===== config.mk =====
export PLATFORM = sky130hd
export DESIGN_NAME = axi_lite_arbiter_flat
export DESIGN_NICKNAME = d
export VERILOG_FILES = /design/src/rtl/axi_lite_arbiter_if.sv /design/src/rtl/axi_lite_arbiter.sv /design/src/flat_wrapper.sv
export SDC_FILE = /design/constraint.sdc
export NUM_CORES = 1
export LEC_CHECK = 0
export CORE_AREA = 2 2 96 98
export DETAILED_ROUTE_END_ITERATION = 8
export DIE_AREA = 0 0 98 100
export PLACE_DENSITY_LB_ADDON = 0.3
export SYNTH_ARGS = -nofsm -noshare
export SYNTH_HDL_FRONTEND = slang
export SYNTH_SLANG_ARGS = --single-unit

===== constraint.sdc =====
create_clock -name clk -period 3.3 [get_ports clk]
set_input_delay 0.495 -clock clk [delete_from_list [all_inputs] [get_ports clk]]
set_output_delay 0.495 -clock clk [all_outputs]
set_load 0.01 [all_outputs]

===== src/rtl/axi_lite_arbiter_if.sv =====
// AXI-lite channel bundle shared by the arbiter's two master ports and its
// slave port. "master" is the side that issues requests; "slave" answers them.
interface axi_lite_arbiter_if #(
  parameter int ADDR_W = 18,
  parameter int DATA_W = 16
);
  logic              ar_valid;
  logic [ADDR_W-1:0] ar_addr;
  logic              ar_ready;
  logic              r_valid;
  logic [DATA_W-1:0] r_data;
  logic [1:0]        r_resp;
  logic              r_ready;
  logic              aw_valid;
  logic [ADDR_W-1:0] aw_addr;
  logic              aw_ready;
  logic              w_valid;
  logic [DATA_W-1:0] w_data;
  logic              w_ready;
  logic              b_valid;
  logic [1:0]        b_resp;
  logic              b_ready;

  modport master (
    output ar_valid, ar_addr, r_ready, aw_valid, aw_addr, w_valid, w_data, b_ready,
    input  ar_ready, r_valid, r_data, r_resp, aw_ready, w_ready, b_valid, b_resp
  );

  modport slave (
    input  ar_valid, ar_addr, r_ready, aw_valid, aw_addr, w_valid, w_data, b_ready,
    output ar_ready, r_valid, r_data, r_resp, aw_ready, w_ready, b_valid, b_resp
  );
endinterface


===== src/rtl/axi_lite_arbiter.sv =====
// Two-master, one-slave AXI-lite arbiter. Whole transactions are serialised:
// one read or one write is outstanding at the slave at a time, and ties are
// broken round-robin against the master that completed last.
//
// state      | meaning
// IDLE       | no grant; choose a master when one requests
// RD_ADDR    | forwarding granted master's ar channel
// RD_DATA    | forwarding r channel back to granted master
// WR_XFER    | forwarding aw and w independently until both accepted
// WR_RESP    | forwarding b channel back to granted master
module axi_lite_arbiter #(
  parameter int ADDR_W = 18,
  parameter int DATA_W = 16
) (
  input  logic clk,
  input  logic rst,
  axi_lite_arbiter_if.slave  m0,
  axi_lite_arbiter_if.slave  m1,
  axi_lite_arbiter_if.master s
);

  localparam logic [2:0] ST_IDLE    = 3'd0;
  localparam logic [2:0] ST_RD_ADDR = 3'd1;
  localparam logic [2:0] ST_RD_DATA = 3'd2;
  localparam logic [2:0] ST_WR_XFER = 3'd3;
  localparam logic [2:0] ST_WR_RESP = 3'd4;

  logic [2:0] r_state;
  logic       r_gnt;
  logic       r_last;
  logic       r_aw_done;
  logic       r_w_done;

  logic              w_req0;
  logic              w_req1;
  logic              w_nxt_gnt;
  logic              w_nxt_rd;
  logic              w_st_rd_addr;
  logic              w_st_rd_data;
  logic              w_st_wr_xfer;
  logic              w_st_wr_resp;
  logic              w_sel_ar_valid;
  logic              w_sel_r_ready;
  logic              w_sel_aw_valid;
  logic              w_sel_w_valid;
  logic              w_sel_b_ready;
  logic [ADDR_W-1:0] w_sel_ar_addr;
  logic [ADDR_W-1:0] w_sel_aw_addr;
  logic [DATA_W-1:0] w_sel_w_data;
  logic              w_ar_hs;
  logic              w_r_hs;
  logic              w_aw_hs;
  logic              w_w_hs;
  logic              w_b_hs;

  // Request decode, tie-break and channel selection from the granted master.
  always_comb begin
    w_req0    = m0.ar_valid | m0.aw_valid;
    w_req1    = m1.ar_valid | m1.aw_valid;
    // With only one requester the expression collapses to that requester.
    w_nxt_gnt = (w_req0 & w_req1) ? ~r_last : w_req1;
    // A read wins over a simultaneous write from the same master.
    w_nxt_rd  = w_nxt_gnt ? m1.ar_valid : m0.ar_valid;

    w_st_rd_addr = (r_state == ST_RD_ADDR);
    w_st_rd_data = (r_state == ST_RD_DATA);
    w_st_wr_xfer = (r_state == ST_WR_XFER);
    w_st_wr_resp = (r_state == ST_WR_RESP);

    w_sel_ar_valid = r_gnt ? m1.ar_valid : m0.ar_valid;
    w_sel_r_ready  = r_gnt ? m1.r_ready  : m0.r_ready;
    w_sel_aw_valid = r_gnt ? m1.aw_valid : m0.aw_valid;
    w_sel_w_valid  = r_gnt ? m1.w_valid  : m0.w_valid;
    w_sel_b_ready  = r_gnt ? m1.b_ready  : m0.b_ready;
    w_sel_ar_addr  = r_gnt ? m1.ar_addr  : m0.ar_addr;
    w_sel_aw_addr  = r_gnt ? m1.aw_addr  : m0.aw_addr;
    w_sel_w_data   = r_gnt ? m1.w_data   : m0.w_data;

    w_ar_hs = w_st_rd_addr & w_sel_ar_valid & s.ar_ready;
    w_r_hs  = w_st_rd_data & s.r_valid & w_sel_r_ready;
    w_aw_hs = w_st_wr_xfer & ~r_aw_done & w_sel_aw_valid & s.aw_ready;
    w_w_hs  = w_st_wr_xfer & ~r_w_done & w_sel_w_valid & s.w_ready;
    w_b_hs  = w_st_wr_resp & s.b_valid & w_sel_b_ready;
  end

  // Slave-side forwarding; each valid is owned by exactly one state.
  always_comb begin
    s.ar_valid = w_st_rd_addr & w_sel_ar_valid;
    s.ar_addr  = w_sel_ar_addr;
    s.r_ready  = w_st_rd_data & w_sel_r_ready;
    s.aw_valid = w_st_wr_xfer & ~r_aw_done & w_sel_aw_valid;
    s.aw_addr  = w_sel_aw_addr;
    s.w_valid  = w_st_wr_xfer & ~r_w_done & w_sel_w_valid;
    s.w_data   = w_sel_w_data;
    s.b_ready  = w_st_wr_resp & w_sel_b_ready;
  end

  // Master-side forwarding; only the granted master sees valids/readies,
  // data and response buses go to both.
  always_comb begin
    m0.ar_ready = ~r_gnt & w_st_rd_addr & s.ar_ready;
    m0.r_valid  = ~r_gnt & w_st_rd_data & s.r_valid;
    m0.aw_ready = ~r_gnt & w_st_wr_xfer & ~r_aw_done & s.aw_ready;
    m0.w_ready  = ~r_gnt & w_st_wr_xfer & ~r_w_done & s.w_ready;
    m0.b_valid  = ~r_gnt & w_st_wr_resp & s.b_valid;
    m0.r_data   = s.r_data;
    m0.r_resp   = s.r_resp;
    m0.b_resp   = s.b_resp;

    m1.ar_ready = r_gnt & w_st_rd_addr & s.ar_ready;
    m1.r_valid  = r_gnt & w_st_rd_data & s.r_valid;
    m1.aw_ready = r_gnt & w_st_wr_xfer & ~r_aw_done & s.aw_ready;
    m1.w_ready  = r_gnt & w_st_wr_xfer & ~r_w_done & s.w_ready;
    m1.b_valid  = r_gnt & w_st_wr_resp & s.b_valid;
    m1.r_data   = s.r_data;
    m1.r_resp   = s.r_resp;
    m1.b_resp   = s.b_resp;
  end

  // Transaction sequencing, grant bookkeeping and write-channel done flags.
  always_ff @(posedge clk) begin
    if (rst) begin
      r_state   <= ST_IDLE;
      r_gnt     <= 1'b0;
      r_last    <= 1'b1;
      r_aw_done <= 1'b0;
      r_w_done  <= 1'b0;
    end else begin
      case (r_state)
        ST_IDLE: begin
          if (w_req0 | w_req1) begin
            r_gnt   <= w_nxt_gnt;
            r_state <= w_nxt_rd ? ST_RD_ADDR : ST_WR_XFER;
          end
        end
        ST_RD_ADDR: begin
          if (w_ar_hs) r_state <= ST_RD_DATA;
        end
        ST_RD_DATA: begin
          if (w_r_hs) begin
            r_last  <= r_gnt;
            r_state <= ST_IDLE;
          end
        end
        ST_WR_XFER: begin
          if ((r_aw_done | w_aw_hs) & (r_w_done | w_w_hs)) begin
            r_aw_done <= 1'b0;
            r_w_done  <= 1'b0;
            r_state   <= ST_WR_RESP;
          end else begin
            if (w_aw_hs) r_aw_done <= 1'b1;
            if (w_w_hs)  r_w_done  <= 1'b1;
          end
        end
        ST_WR_RESP: begin
          if (w_b_hs) begin
            r_last  <= r_gnt;
            r_state <= ST_IDLE;
          end
        end
        default: r_state <= ST_IDLE;
      endcase
    end
  end

endmodule


===== src/flat_wrapper.sv =====
// flat-port wrapper written by rule: the top's interface ports become plain ports
module axi_lite_arbiter_flat 
#(
  parameter int ADDR_W = 18,
  parameter int DATA_W = 16
)
  (clk, rst, m0_ar_valid, m0_ar_addr, m0_r_ready, m0_aw_valid, m0_aw_addr, m0_w_valid, m0_w_data, m0_b_ready, m0_ar_ready, m0_r_valid, m0_r_data, m0_r_resp, m0_aw_ready, m0_w_ready, m0_b_valid, m0_b_resp, m1_ar_valid, m1_ar_addr, m1_r_ready, m1_aw_valid, m1_aw_addr, m1_w_valid, m1_w_data, m1_b_ready, m1_ar_ready, m1_r_valid, m1_r_data, m1_r_resp, m1_aw_ready, m1_w_ready, m1_b_valid, m1_b_resp, s_ar_valid, s_ar_addr, s_r_ready, s_aw_valid, s_aw_addr, s_w_valid, s_w_data, s_b_ready, s_ar_ready, s_r_valid, s_r_data, s_r_resp, s_aw_ready, s_w_ready, s_b_valid, s_b_resp);
  axi_lite_arbiter_if #(.ADDR_W(ADDR_W), .DATA_W(DATA_W)) m0_i ();
  axi_lite_arbiter_if #(.ADDR_W(ADDR_W), .DATA_W(DATA_W)) m1_i ();
  axi_lite_arbiter_if #(.ADDR_W(ADDR_W), .DATA_W(DATA_W)) s_i ();
  input  logic clk;
  input  logic rst;
  input wire logic [$bits(m0_i.ar_valid)-1:0] m0_ar_valid;
  input wire logic [$bits(m0_i.ar_addr)-1:0] m0_ar_addr;
  input wire logic [$bits(m0_i.r_ready)-1:0] m0_r_ready;
  input wire logic [$bits(m0_i.aw_valid)-1:0] m0_aw_valid;
  input wire logic [$bits(m0_i.aw_addr)-1:0] m0_aw_addr;
  input wire logic [$bits(m0_i.w_valid)-1:0] m0_w_valid;
  input wire logic [$bits(m0_i.w_data)-1:0] m0_w_data;
  input wire logic [$bits(m0_i.b_ready)-1:0] m0_b_ready;
  output wire logic [$bits(m0_i.ar_ready)-1:0] m0_ar_ready;
  output wire logic [$bits(m0_i.r_valid)-1:0] m0_r_valid;
  output wire logic [$bits(m0_i.r_data)-1:0] m0_r_data;
  output wire logic [$bits(m0_i.r_resp)-1:0] m0_r_resp;
  output wire logic [$bits(m0_i.aw_ready)-1:0] m0_aw_ready;
  output wire logic [$bits(m0_i.w_ready)-1:0] m0_w_ready;
  output wire logic [$bits(m0_i.b_valid)-1:0] m0_b_valid;
  output wire logic [$bits(m0_i.b_resp)-1:0] m0_b_resp;
  input wire logic [$bits(m1_i.ar_valid)-1:0] m1_ar_valid;
  input wire logic [$bits(m1_i.ar_addr)-1:0] m1_ar_addr;
  input wire logic [$bits(m1_i.r_ready)-1:0] m1_r_ready;
  input wire logic [$bits(m1_i.aw_valid)-1:0] m1_aw_valid;
  input wire logic [$bits(m1_i.aw_addr)-1:0] m1_aw_addr;
  input wire logic [$bits(m1_i.w_valid)-1:0] m1_w_valid;
  input wire logic [$bits(m1_i.w_data)-1:0] m1_w_data;
  input wire logic [$bits(m1_i.b_ready)-1:0] m1_b_ready;
  output wire logic [$bits(m1_i.ar_ready)-1:0] m1_ar_ready;
  output wire logic [$bits(m1_i.r_valid)-1:0] m1_r_valid;
  output wire logic [$bits(m1_i.r_data)-1:0] m1_r_data;
  output wire logic [$bits(m1_i.r_resp)-1:0] m1_r_resp;
  output wire logic [$bits(m1_i.aw_ready)-1:0] m1_aw_ready;
  output wire logic [$bits(m1_i.w_ready)-1:0] m1_w_ready;
  output wire logic [$bits(m1_i.b_valid)-1:0] m1_b_valid;
  output wire logic [$bits(m1_i.b_resp)-1:0] m1_b_resp;
  output wire logic [$bits(s_i.ar_valid)-1:0] s_ar_valid;
  output wire logic [$bits(s_i.ar_addr)-1:0] s_ar_addr;
  output wire logic [$bits(s_i.r_ready)-1:0] s_r_ready;
  output wire logic [$bits(s_i.aw_valid)-1:0] s_aw_valid;
  output wire logic [$bits(s_i.aw_addr)-1:0] s_aw_addr;
  output wire logic [$bits(s_i.w_valid)-1:0] s_w_valid;
  output wire logic [$bits(s_i.w_data)-1:0] s_w_data;
  output wire logic [$bits(s_i.b_ready)-1:0] s_b_ready;
  input wire logic [$bits(s_i.ar_ready)-1:0] s_ar_ready;
  input wire logic [$bits(s_i.r_valid)-1:0] s_r_valid;
  input wire logic [$bits(s_i.r_data)-1:0] s_r_data;
  input wire logic [$bits(s_i.r_resp)-1:0] s_r_resp;
  input wire logic [$bits(s_i.aw_ready)-1:0] s_aw_ready;
  input wire logic [$bits(s_i.w_ready)-1:0] s_w_ready;
  input wire logic [$bits(s_i.b_valid)-1:0] s_b_valid;
  input wire logic [$bits(s_i.b_resp)-1:0] s_b_resp;
  assign m0_i.ar_valid = m0_ar_valid;
  assign m0_i.ar_addr = m0_ar_addr;
  assign m0_i.r_ready = m0_r_ready;
  assign m0_i.aw_valid = m0_aw_valid;
  assign m0_i.aw_addr = m0_aw_addr;
  assign m0_i.w_valid = m0_w_valid;
  assign m0_i.w_data = m0_w_data;
  assign m0_i.b_ready = m0_b_ready;
  assign m0_ar_ready = m0_i.ar_ready;
  assign m0_r_valid = m0_i.r_valid;
  assign m0_r_data = m0_i.r_data;
  assign m0_r_resp = m0_i.r_resp;
  assign m0_aw_ready = m0_i.aw_ready;
  assign m0_w_ready = m0_i.w_ready;
  assign m0_b_valid = m0_i.b_valid;
  assign m0_b_resp = m0_i.b_resp;
  assign m1_i.ar_valid = m1_ar_valid;
  assign m1_i.ar_addr = m1_ar_addr;
  assign m1_i.r_ready = m1_r_ready;
  assign m1_i.aw_valid = m1_aw_valid;
  assign m1_i.aw_addr = m1_aw_addr;
  assign m1_i.w_valid = m1_w_valid;
  assign m1_i.w_data = m1_w_data;
  assign m1_i.b_ready = m1_b_ready;
  assign m1_ar_ready = m1_i.ar_ready;
  assign m1_r_valid = m1_i.r_valid;
  assign m1_r_data = m1_i.r_data;
  assign m1_r_resp = m1_i.r_resp;
  assign m1_aw_ready = m1_i.aw_ready;
  assign m1_w_ready = m1_i.w_ready;
  assign m1_b_valid = m1_i.b_valid;
  assign m1_b_resp = m1_i.b_resp;
  assign s_ar_valid = s_i.ar_valid;
  assign s_ar_addr = s_i.ar_addr;
  assign s_r_ready = s_i.r_ready;
  assign s_aw_valid = s_i.aw_valid;
  assign s_aw_addr = s_i.aw_addr;
  assign s_w_valid = s_i.w_valid;
  assign s_w_data = s_i.w_data;
  assign s_b_ready = s_i.b_ready;
  assign s_i.ar_ready = s_ar_ready;
  assign s_i.r_valid = s_r_valid;
  assign s_i.r_data = s_r_data;
  assign s_i.r_resp = s_r_resp;
  assign s_i.aw_ready = s_aw_ready;
  assign s_i.w_ready = s_w_ready;
  assign s_i.b_valid = s_b_valid;
  assign s_i.b_resp = s_b_resp;
  axi_lite_arbiter #(.ADDR_W(ADDR_W), .DATA_W(DATA_W)) u_core (.clk(clk), .rst(rst), .m0(m0_i), .m1(m1_i), .s(s_i));
endmodule

Yosys cells after proc, flatten, opt, wreduce, memory -nomap -nowiden --
Cells that the tools add are included.
Cells by class: add/subtract/negate cells 0, $mul 0, divide/modulo/power cells 0, magnitude comparators 0, eq/ne operators 9, shifts and indexed selects 0, multiplexer cells 24, bitwise logic cells 47, reduce and logical (&&, ||, !) cells 9
Operator list (number):
- AND 1 bit | 38
- two-way mux 18 bit | 2
- two-way mux 16 bit | 1
- two-way mux 3 bit | 5
- case mux 3 bit (5 select lines) | 1
- two-way mux 1 bit | 13
- != test 2 bit, second input constant | 4
- == test 3 x 2 -> 1 bit, second input constant | 2
- AND reduction 2 bit | 3
- nonzero test 2 bit | 3
- OR 1 bit | 5
- AND reduction 5 bit | 1
- inverter 1 bit | 4
- == test 3 x 1 -> 1 bit, second input constant | 1
- == test 3 bit, second input constant | 1
- zero test 3 bit | 1
- AND reduction 3 bit | 1
- two-way mux 2 bit | 1
- != test 2 x 1 -> 1 bit, second input constant | 1
- case mux 1 bit (2 select lines) | 1
Storage, ports and cells: register bits 7, bits in latches 0, bits in writable memories 0, bits in read-only memories 0, output and inout bits 107, logic and storage cells 94, memories kept 0

Logic depth before layout (Yosys ltp) --
depth after elaboration 8, gate-level depth with buffers 6, mapped depth without buffers 5

Worst setup path before layout --
Ideal clock, no wire load.
path type register to output, start reg u_core.r_gnt, end out m0_r_valid, data arrival time 1.228 ns, data required time 2.805 ns, slack 1.577 ns, cell stages (with the launch flop) 5, path buffers 3, path through dfxtp_1 > buf_6 > buf_2 > buf_2 > nor4_1
Between the ends: word-level cells in the longest chain between the ends 3
Ends and longest elaborated chain:
- start, declared | line axi_lite_arbiter.sv:29 | logic r_gnt;
- start signal, assigned | line axi_lite_arbiter.sv:132 | r_gnt <= w_nxt_gnt;
- inverter 1 bit | line axi_lite_arbiter.sv:102 | m0.r_valid = ~r_gnt & w_st_rd_data & s.r_valid;
- AND 1 bit (2 in series) | line axi_lite_arbiter.sv:102
- end, declared | line flat_wrapper.sv:22 | output wire logic [$bits(m0_i.r_valid)-1:0] m0_r_valid;
No other way between the ends.

Worst setup path in the final report --
start reg u_core.r_state[0], end out m1_aw_ready
Between the ends: word-level cells in the longest chain between the ends 4
Ends and longest elaborated chain:
- start, declared | line axi_lite_arbiter.sv:28 | logic [2:0] r_state;
- start signal, assigned | line axi_lite_arbiter.sv:133 | r_state <= w_nxt_rd ? ST_RD_ADDR : ST_WR_XFER;
- == test 3 x 2 -> 1 bit | line axi_lite_arbiter.sv:67 | w_st_wr_xfer = (r_state == ST_WR_XFER);
- AND 1 bit (3 in series) | line axi_lite_arbiter.sv:112 | m1.aw_ready = r_gnt & w_st_wr_xfer & ~r_aw_done & s.aw_ready;
- end, declared | line flat_wrapper.sv:41 | output wire logic [$bits(m1_i.aw_ready)-1:0] m1_aw_ready;
No other way between the ends.

==> Implementation_results.wiki <==
{| class="wikitable"
! Metric !! Value
|-
| Result of the run || complete, no violations
|-
| # H-tree levels || 1
|-
| Ratio of final minimum period to clock period || 78.00%
|-
| Leading cell type in the layout, fill and taps excluded || clkdlybuf4s50_1
|-
| Number of cells in the finished layout apart from fillers || 438
|-
| Port-buffer cells || 187
|-
| Worst setup SP type || flop
|-
| Worst Hold Endpoint || u_core.r_aw_done
|-
| Max VDD drop || 118.7 uV
|-
| Max-cap violations || 0
|-
| Count of filler cells inserted in the layout || 936
|-
| Met3 layer usage reported by global route || 5.919%
|-
| Number of clock sinks || 7
|-
| Post-layout util || 36.64%
|-
| Area fraction in compound gates after synthesis || 9.419%
|-
| Number of setup violations in the final report || 0
|-
| Area of the die || 9800 um2
|-
| Routed wire per std cell || 14.96 um
|-
| Simple-gate share of the synthesized area || 15.23%
|-
| Final-report hold violation count || 0
|-
| Placeable core area || 8890 um2
|-
| FP Rows || 35
|-
| Initial Utilization || 17.19%
|-
| Worst setup timing slack at the placement stage || 0.9059 ns
|-
| Synth Warn # || 0
|-
| Insertion delay to the later sink of the worst-skew pair || 0.22 ns
|-
| Post-synthesis async set-or-reset flop share || 0%
|-
| Number of buffers added to fix hold violations after cts || 0
|-
| Number of cells on the worst hold path || 2
|-
| Transition time of the tightest slew-check pin || 0.4244 ns
|-
| Number of distinct library cells after synthesis || 34
|-
| Slowest cell delay on critical path || 0.55 ns
|-
| Maximum number of pins on one net before global-route repair || 27
|-
| Area growth, synth to finish || 113.2%
|-
| Number of instances in the synthesized netlist || 183
|-
| Total instance count after detailed placement || 434
|-
| Buffers from clock root to sink, at most || 2
|-
| Type of the most critical hold path || reg2reg
|-
| Setup TNS || 0 ns
|-
| Fraction of final layout cells with drive strength greater than 1 || 20.18%
|-
| NumNets Final || 469
|-
| Reg-to-reg slack, setup || 1.42 ns
|-
| Count of final max-slew check failures || 0
|-
| 1st-iter DRT viols || 37
|-
| TritonCTS clock tree || built
|-
| Detailed-route wire length || 6552 um
|-
| Number of synthesized flops with an enable pin || 0
|-
| WP data required || 2.80 ns
|-
| FF-to-FF End || u_core.r_state[1]
|-
| Crit Path Category || reg2out
|-
| Wire length of the first global-routing pass || 9729 um
|-
| Final estimated routing congestion in global placement || 0.8138
|-
| Buffer type at the clock tree root || clkbuf_8
|-
| Met2 Usage GRT || 23.02%
|-
| Number of detailed-routing iterations run before antenna repair || 4
|-
| Die Span Y || 100 um
|-
| Via count normalized by instance count || 4.189
|-
| GR peak layer || met2
|-
| Clk pin slew, worst setup/hold paths || 0.04 ns
|-
| Mux cell area share after synthesis || 42.26%
|-
| Number of cells traversed by the worst register-to-register path || 6
|-
| Synth Flop Type || dfxtp_1
|-
| HPWL after detailed placement || 5717 um
|-
| Most used cells in the layout excluding fill and tap cells || clkdlybuf4s50_1, mux2_2, nor2_1, nand2_1, dfxtp_1
|-
| Total number of vias || 1,835
|-
| Post-Syn Area || 1528 um2
|-
| Routed Antenna Nets || 0
|-
| Dominant cell type by count on the critical path || nor2_1
|-
| Drt drc || 0
|-
| Max FO, Critical Path || 12
|-
| Worst r2r src || u_core.r_gnt
|-
| Layout Skew || 0.0009105 ns
|-
| Total I/O pin count || 248
|-
| Worst setup margin || 0.7261 ns
|-
| Normalized max-slew margin || 71.44%
|-
| Met1 usage || 12.71%
|-
| Total CTS buffers || 3
|-
| Unrepaired setup endpoints after global routing || no
|-
| Cell chain of the critical path || nand3b_1 -> nor2_1 -> nand2_1 -> nor2_1 -> clkdlybuf4s50_1
|-
| Register Area || 141.4 um2
|-
| Area of combinational cells with multiple inputs || 1022 um2
|-
| GRT overflow || 0
|-
| Number of setup buffers added after CTS || 0
|-
| Fmax || 388.5 MHz
|-
| Total routing resource utilization after global routing || 12.25%
|-
| Final total power || 960.9 uW
|-
| Startpoint of the tightest hold check path || u_core.r_aw_done
|-
| Share of synthesized area occupied by flip-flops and latches || 9.173%
|-
| Endpoint class of the critical path || primary output
|-
| Vias in the first global route || 1,876
|-
| # resized after CTS || 0
|-
| Die width || 98 um
|-
| Post-Synthesis Net Count || 324
|-
| Dominant combinational cell family by area after synthesis || multiplexers
|-
| Cell Pwr Density || 295.0 nW/um2
|-
| Lkg Pwr || 1.166 nW
|-
| Worst endpoint data arrival time || 2.08 ns
|-
| XOR/XNOR Fraction of Synth Area || 0%
|-
| Synthesized-area fraction occupied by adder cells || 0%
|-
| Flops & latches, synth || 7
|-
| Syn Area/Cell || 8.348 um2
|-
| Diodes inserted || 0
|-
| Cell with the biggest individual delay on the critical path || dfxtp_1
|-
| Final critical delay including setup and external delays || 2.574 ns
|-
| Number of antenna violations at the first check in global routing || 0
|}
==> stage by stage <==
stage | hold slack [ns] | area [um2]
finish | 0.5230 | 3257
global route | 0.5788 | 3257
CTS | 0.5237 | 3257
detailed placement | 0.5144 | 3212
global placement | 0.5194 | 3212
floorplan | 0.4850 | 1528
==> critical path, delay by kind of cell (launching register included) <==
| family | cells | cell delay, ns |
|---|---|---|
| buffers and inverters | 1 | 0.54 |
| and+or+nand+nor | 4 | 0.75 |
| DFF | 1 | 0.55 |
==> cells by family after synthesis <==
group           Yosys count
buf+inv                  54
compound gates           19
mux                      57
simple gates             46
flops                     7
==> routing by layer <==
layer	share of wire, %	vias to the layer above
met3	12	8
li1	-	898
met1	34	802
met4	0.52	0
met5	0	-
met2	53	127
==> cell type report <==
cell class	count	area share [%]
multi-input combinational	122	31.39
inverter	4	0.4610
timing repair buffer	190	58.16
clock buffer	4	1.383
sequential	7	4.341
tap	111	4.264
==> where the power goes <==
| group | total, mW | leakage (nW) | internal [mW] | switching [mW] |
|---|---|---|---|---|
| sequential | 0.132 | 0.0576 | 0.100 | 0.0316 |
| clock | 0.118 | 0.0228 | 0.0834 | 0.0350 |
| combinational | 0.711 | 1.09 | 0.451 | 0.260 |
| total | 0.961 | 1.17 | 0.634 | 0.327 |
==> synth_stat cells (all sizes together) (3+ instances only) <==
cell | n | share of area (%)
a211oi | 3 | 2.1
a21oi | 5 | 1.6
buf | 45 | 22
clkbuf | 5 | 1.2
dfxtp | 7 | 9.2
inv | 4 | 0.98
mux2 | 54 | 40
mux2i | 3 | 2.0
nand2 | 7 | 1.7
nor2 | 15 | 3.7
nor3 | 5 | 1.6
nor4 | 4 | 1.6
o21ai | 3 | 0.98
==> flip-flops by register name, indices dropped and copies added, names as in the netlist <==
register,flops
u_core.r_last,1
u_core.r_w_done,1
u_core.r_aw_done,1
u_core.r_state,3
u_core.r_gnt,1
==> worst max-delay path by stage <==
stage	cells after the start	slack, ns	startpoint	to
floorplan	4	1.58	u_core.r_gnt	m0_r_valid
detailed placement	4	0.91	m0_aw_valid	s_aw_valid
global placement	4	0.93	m0_aw_valid	s_aw_valid
global route	5	0.49	u_core.r_state[0]	m0_aw_ready
finish	5	0.73	u_core.r_state[0]	m1_aw_ready
CTS	5	0.74	u_core.r_state[0]	m1_aw_ready
Power figures use the tool's default switching activity.
